===== src/rtl/seq_divider.sv =====
// Multi-cycle unsigned radix-2 restoring divider.
// Produces one quotient bit per clock. Valid/ready handshakes are used on both the
// operand side and the result side. A zero divisor skips the iteration and
// returns an all-ones quotient with div_by_zero set.
module seq_divider #(
    parameter int DW = 8,   // dividend / quotient width
    parameter int VW = 4    // divisor / remainder width
) (
    input  logic          clk,
    input  logic          rst_n,
    input  logic          in_valid,
    output logic          in_ready,
    input  logic [DW-1:0] dividend,
    input  logic [VW-1:0] divisor,
    output logic          out_valid,
    input  logic          out_ready,
    output logic [DW-1:0] quotient,
    output logic [VW-1:0] remainder,
    output logic          div_by_zero
);

    // The step counter only has to hold values 0..DW-1.
    localparam int CW = (DW > 2) ? $clog2(DW) : 1;
    localparam logic [CW-1:0] LAST_STEP = CW'(DW - 1);

    typedef enum logic [1:0] {
        IDLE = 2'd0,
        RUN  = 2'd1,
        DONE = 2'd2
    } state_t;

    state_t        state_reg, state_next;
    logic [VW:0]   wrem_reg, wrem_next;     // working remainder, one guard bit
    logic [DW-1:0] q_reg, q_next;           // dividend in, quotient out (shift register)
    logic [VW-1:0] dvs_reg, dvs_next;       // divisor held for the whole operation
    logic [CW-1:0] cnt_reg, cnt_next;
    logic [DW-1:0] quotient_next;
    logic [VW-1:0] remainder_next;
    logic          dbz_next;

    logic [VW:0]   trial;
    logic [VW:0]   diff;
    logic          fits;

    assign in_ready  = (state_reg == IDLE);
    assign out_valid = (state_reg == DONE);

    // One restoring step: shift the next dividend bit into the remainder and
    // subtract the divisor when it fits. The guard bit is always 0 because the
    // remainder stays below the divisor. If it were ever set, the trial value
    // would still be at least the divisor.
    always_comb begin
        trial = {wrem_reg[VW-1:0], q_reg[DW-1]};
        diff  = trial - {1'b0, dvs_reg};
        fits  = wrem_reg[VW] | (trial >= {1'b0, dvs_reg});
    end

    // Next-state and datapath update for the IDLE / RUN / DONE sequence.
    always_comb begin
        state_next     = state_reg;
        wrem_next      = wrem_reg;
        q_next         = q_reg;
        dvs_next       = dvs_reg;
        cnt_next       = cnt_reg;
        quotient_next  = quotient;
        remainder_next = remainder;
        dbz_next       = div_by_zero;

        case (state_reg)
            IDLE: begin
                if (in_valid) begin
                    if (divisor == '0) begin
                        state_next     = DONE;
                        quotient_next  = '1;
                        remainder_next = '0;
                        dbz_next       = 1'b1;
                    end else begin
                        state_next = RUN;
                        q_next     = dividend;
                        dvs_next   = divisor;
                        wrem_next  = '0;
                        cnt_next   = '0;
                    end
                end
            end
            RUN: begin
                wrem_next = fits ? diff : trial;
                q_next    = {q_reg[DW-2:0], fits};
                cnt_next  = cnt_reg + 1'b1;
                if (cnt_reg == LAST_STEP) begin
                    state_next     = DONE;
                    quotient_next  = {q_reg[DW-2:0], fits};
                    remainder_next = fits ? diff[VW-1:0] : trial[VW-1:0];
                    dbz_next       = 1'b0;
                end
            end
            DONE: begin
                // Data outputs keep their values after handoff. Only the flag clears.
                if (out_ready) begin
                    state_next = IDLE;
                    dbz_next   = 1'b0;
                end
            end
            default: begin
                state_next = IDLE;
            end
        endcase
    end

    // State and datapath registers. An asynchronous reset discards any operation in flight.
    always_ff @(posedge clk or negedge rst_n) begin
        if (!rst_n) begin
            state_reg   <= IDLE;
            wrem_reg    <= '0;
            q_reg       <= '0;
            dvs_reg     <= '0;
            cnt_reg     <= '0;
            quotient    <= '0;
            remainder   <= '0;
            div_by_zero <= 1'b0;
        end else begin
            state_reg   <= state_next;
            wrem_reg    <= wrem_next;
            q_reg       <= q_next;
            dvs_reg     <= dvs_next;
            cnt_reg     <= cnt_next;
            quotient    <= quotient_next;
            remainder   <= remainder_next;
            div_by_zero <= dbz_next;
        end
    end

endmodule


===== config.mk =====
export PLATFORM = sky130hd
export DESIGN_NAME = seq_divider
export DESIGN_NICKNAME = d
export VERILOG_FILES = /design/src/rtl/seq_divider.sv
export SDC_FILE = /design/constraint.sdc
export NUM_CORES = 1
export LEC_CHECK = 0
export CORE_MARGIN = 2
export CORE_UTILIZATION = 56
export DETAILED_ROUTE_END_ITERATION = 8
export HOLD_SLACK_MARGIN = 0.08
export PLACE_DENSITY = 0.84
export SYNTH_ARGS = -nofsm -noshare
export SYNTH_HDL_FRONTEND = slang
export SYNTH_SLANG_ARGS = --single-unit

===== constraint.sdc =====
create_clock -name clk -period 3.2 [get_ports clk]
set_input_delay 0.64 -clock clk [delete_from_list [all_inputs] [get_ports clk]]
set_output_delay 0.64 -clock clk [all_outputs]
set_load 0.1 [all_outputs]

# Yosys cells after proc, flatten, opt, wreduce, memory -nomap -nowiden
# Cells that the tools add are included.
[word_totals]
word_cells = 59
out_inout_bits = 15
register_bits = 35
input_bits = 16
[classes]
n_mux = 29
bitwise = 2
n_eq_ne = 8
reduce_logical = 9
addsub = 2
n_lt_le_gt_ge = 1
[op_table]
columns = ["op", "n"]
rows = [
  ["$mux W8", 5],
  ["$pmux W8 S2", 2],
  ["$mux W4", 4],
  ["$mux W5", 3],
  ["$pmux W5 S2", 1],
  ["$reduce_and A3 Y1", 3],
  ["$mux W2", 4],
  ["$pmux W4 S2", 1],
  ["$mux W3", 2],
  ["$ne A2 B2 Y1 const B", 3],
  ["$pmux W2 S3", 1],
  ["$pmux W3 S2", 1],
  ["$ge A5 B4 Y1", 1],
  ["$reduce_and A5 Y1", 1],
  ["$sub A5 B4 Y5", 1],
  ["$logic_not A4 Y1", 1],
  ["$mux W1", 4],
  ["$ne A2 B1 Y1 const B", 2],
  ["$reduce_and A4 Y1", 1],
  ["$add A3 B1 Y3 const B", 1],
  ["$eq A3 B3 Y1 const B", 1],
  ["$pmux W1 S3", 1],
  ["$reduce_bool A3 Y1", 1],
  ["$eq A2 B1 Y1 const B", 1],
  ["5 further kinds", 5],
]

# Longest topological paths before layout
[logic_depth]
word_depth = 5
ltp_mapped = 8
ltp_nobuf = 8

# Worst setup path after synthesis
# Ideal clock, no wire load.
[synth_path]
kind = "reg2reg"
startpoint = "register state_reg[0]"
endpoint = "register wrem_reg[3]"
path_slack_ns = 0.795
path_buffers = 0
setup_ns = 0.125
arrival_time_ns = 2.281
period_less_slack_ns = 2.405
path_stages_with_launch = 6
required_time_ns = 3.075
cell_sequence = "dfrtp_1 > inv_1 > ha_1 > inv_1 > a22oi_4 > mux2_2"
[synth_via]
elab_chain_len = 3
word_cells_on_any_way = 7
classes_between = "3 x eq/ne; 1 x mux; 3 x reduce/logical"
[synth_rtl]
columns = ["item", "line_no", "rtl"]
rows = [
  ["start: declaration", "32", "state_t state_reg, state_next;"],
  ["start signal: assignment", "122", "state_reg <= state_next;"],
  ["$logic_not A2 Y1 (*)", "n/a", ""],
  ["via in_ready", "12", "output logic in_ready,"],
  ["$ne A2 B2 Y1 (no line) / $reduce_bool A2 Y1 (equally long branches)", "n/a", ""],
  ["$reduce_and A3 Y1 (no line)", "n/a", ""],
  ["end signal: assignment", "123", "wrem_reg <= wrem_next;"],
  ["end: declaration", "33", "logic [VW:0] wrem_reg, wrem_next;"],
]
# The timed path passes the listed nets; every way through them passes the cells marked *.
# A chain may end at the register's enable or synchronous reset.

# Worst setup path in the final report
[layout_path]
startpoint = "register dvs_reg[1]"
endpoint = "register wrem_reg[1]"
[layout_via]
elab_chain_len = 4
word_cells_on_any_way = 5
classes_between = "1 x add/sub; 1 x order compare; 2 x mux; 1 x bitwise"
[layout_rtl]
columns = ["item", "line_no", "rtl"]
rows = [
  ["start: declaration", "35", "logic [VW-1:0] dvs_reg, dvs_next;"],
  ["start signal: assignment", "125", "dvs_reg <= dvs_next;"],
  ["$ge A5 B4 Y1", "55", "fits = wrem_reg[VW] | (trial >= {1'b0, dvs_reg});"],
  ["$or A1 B1 Y1", "55", ""],
  ["$mux W5 (*)", "87", "wrem_next = fits ? diff : trial;"],
  ["$pmux W5 S2 (*)", "69", "case (state_reg)"],
]
# Every way passes the cells marked *; elsewhere a longest branch is shown, timed or not.

==> impl_metrics.py <==
metrics = {
    "place": {
        "place.gp.congestion": 0.796,
        "dp_cells": 250,
        "dp_hpwl_mm": 2.69,
        "portBuffers": 30,
    },
    "floorplan": {
        "die_w_um": 61.0,
        "dieArea_um2": 3720,
        "num_rows": 20,
        "core_um2": 3080,
        "start_util_pct": 59.0,
        "die_y_um": 61.0,
        "pin_count": 31,
    },
    "timing": {
        "slew_headroom_pct": 61.8,
        "tightest_slew_ps": 571,
        "slew_violations": 0,
        "fin_hold_ws_ps": 496,
        "final.min_clock_period_ps": 2320,
        "final_hold_viol_count": 0,
        "achievable-frequency_mhz": 431,
        "setup_viol": 0,
        "rsz0062_at_grt": "false",
        "fin_tns_setup_ps": 0,
        "finClkSkew_ps": 17.5,
        "period_share_pct": 72.6,
    },
    "critical_path": {
        "crit_type": "flop to flop",
        "cp-end-kind": "flop",
        "start_kind": "flop",
        "reg2reg_depth": 7,
        "cp.arrival_ps": 2600,
        "crit_required_ps": 3470,
        "path_max_fanout": 6,
    },
    "global_route": {
        "grt_pass1_wl_mm": 6.02,
        "overflow": 0,
        "grt_usage_pct": 22.8,
        "grt_pass1_vias": 1322,
        "grt_max_degree": 36,
        "antenna_found_initial": 0,
    },
    "synth": {
        "synth_cells": 180,
        "yosysMostFrequentCell": "dfrtp_1",
        "async_reset_ff_share_pct": 100,
        "synth_edf_count": 0,
        "yosysTopAreaCell": "dfrtp_1",
        "synth_area_per_cell_um2": 10.1,
        "synth_top_area_share_pct": 48.2,
        "synth.cells.most_frequent": "dfrtp_1, inv_1, nand2_1",
        "ys_warn_count": 0,
        "syn_area_um2": 1820,
        "synth_ff_type": "dfrtp_1",
        "synth_cell_types": 33,
        "syn-num-nets": 207,
        "ys_ff_latch": 35,
        "synthTopCellsByArea": "dfrtp_1, ha_1, mux2_2, o21ai_0, mux2i_1",
        "synth_seq_area_share_pct": 48.2,
    },
    "clock_network": {
        "clk_latency_ps": 360,
        "clock-root-buffer": "clkbuf_4",
        "clock_path_buffers": 2,
        "cts_tree": "done",
        "cts_made_buffers": 5,
        "ctsHoldBuffers": 0,
        "cts_resized": 0,
        "clk_pin_slew_ps": 110,
        "h-tree-depth": 2,
        "post_cts_buffers": 0,
        "clock-sinks": 35,
    },
    "run": {
        "cap_violations": 0,
    },
    "route": {
        "drt_iter0_drc": 84,
        "vias": 1382,
        "viasPerCell": 5.36,
        "drc": 0,
        "wire_per_inst_um": 13.8,
        "wl_mm": 3.57,
        "drt-pass1-iter-count": 4,
        "ant_nets": 0,
    },
    "final_layout": {
        "regArea_um2": 876,
        "drive_gt1_share_pct": 18.7,
        "area.growth.synth_to_final_pct": 21.1,
        "nets": 240,
        "multi_input_area_um2": 816,
        "antenna_cells": 0,
        "n_fill_cell": 222,
        "final_cell_count_no_fill": 258,
    },
    "min_path": {
        "hold_path_class": "flop to flop",
        "hold_depth": 2,
    },
    "run_status": {
        "outcome": "finished, final reports clean",
    },
}
==> cells by family (layout without fill, tap and decap cells) <==
family / after synthesis / in the layout / share of synthesized area [%]
buffers and inverters: 29 / 63 / 6.89
AO/OA/AOI/OAI: 42 / 42 / 15.2
multiplexers: 16 / 16 / 9.37
XOR/XNOR: 2 / 2 / 0.964
AND/OR/NAND/NOR: 45 / 45 / 11.4
adder cells (fa/ha/maj): 11 / 11 / 7.99
flip-flops: 35 / 35 / 48.2
==> cell type report <==
| class | instances | area share, % |
|---|---|---|
| clock inverters | 3 | 1.99 |
| multi-input cells | 116 | 37.1 |
| repair buffers | 34 | 13.3 |
| inverters | 21 | 3.58 |
| flip-flops and latches | 35 | 39.8 |
| clock buffers | 5 | 1.71 |
| well taps | 44 | 2.50 |
==> path summary, 6_finish.rpt <==
path | start | endpoint | slack [ps]
setup / recovery | dvs_reg[1]$_DFFE_PN0P_ | wrem_reg[1]$_DFFE_PN0P_ | 880
hold / removal | q_reg[7]$_DFFE_PN0P_ | q_reg[7]$_DFFE_PN0P_ | 500
setup reg to reg | dvs_reg[1]$_DFFE_PN0P_ | wrem_reg[1]$_DFFE_PN0P_ | 880
hold reg to reg | q_reg[7]$_DFFE_PN0P_ | q_reg[7]$_DFFE_PN0P_ | 500
max in group asynchronous | rst_n | q_reg[2]$_DFFE_PN0P_ | 2210
min in group asynchronous | rst_n | remainder[0]$_DFFE_PN0P_ | 670
==> through the flow <==
step,utilization (%),worst slack [ps],cell area (um^2)
6_report,71.5,877,2200
2_1_floorplan,-,795,1820
4_1_cts,71.5,869,2200
5_1_grt,71.5,709,2200
3_5_place_dp,68.8,672,2120
3_3_place_gp,68.8,729,2120
==> metal layers <==
metal | vias to the layer above | GRT usage [%] | wire length (um)
met5 | - | 0 | 0
met4 | 0 | 10.6 | 85
met3 | 10 | 6.82 | 126
met2 | 25 | 36.3 | 1800
met1 | 668 | 28.7 | 1560
li1 | 679 | - | -
==> cells in the final DEF, fill, tap and decap left out, types with 2 or more instances in the layout <==
cell type,count
a21o_1,2
a21oi_1,4
a31oi_1,8
buf_4,19
clkbuf_4,5
clkdlybuf4s50_1,15
dfrtp_1,35
ha_1,10
inv_1,21
mux2_2,8
mux2i_1,8
nand2_1,21
nor2_1,13
nor2b_1,3
nor3_1,2
o21ai_0,17
o22ai_1,3
o31ai_1,2
==> critical path, stage by stage, from the launching register on <==
cell and delay (ps):
dfrtp_1 420, inv_1 70, ha_1 280, nor2b_1 150
o31ai_1 240, nor2b_1 520, mux2_2 410, o21ai_0 150
Power is not shown: default switching activity piles up to over one toggle a cycle in this logic, so the estimate is an artifact.
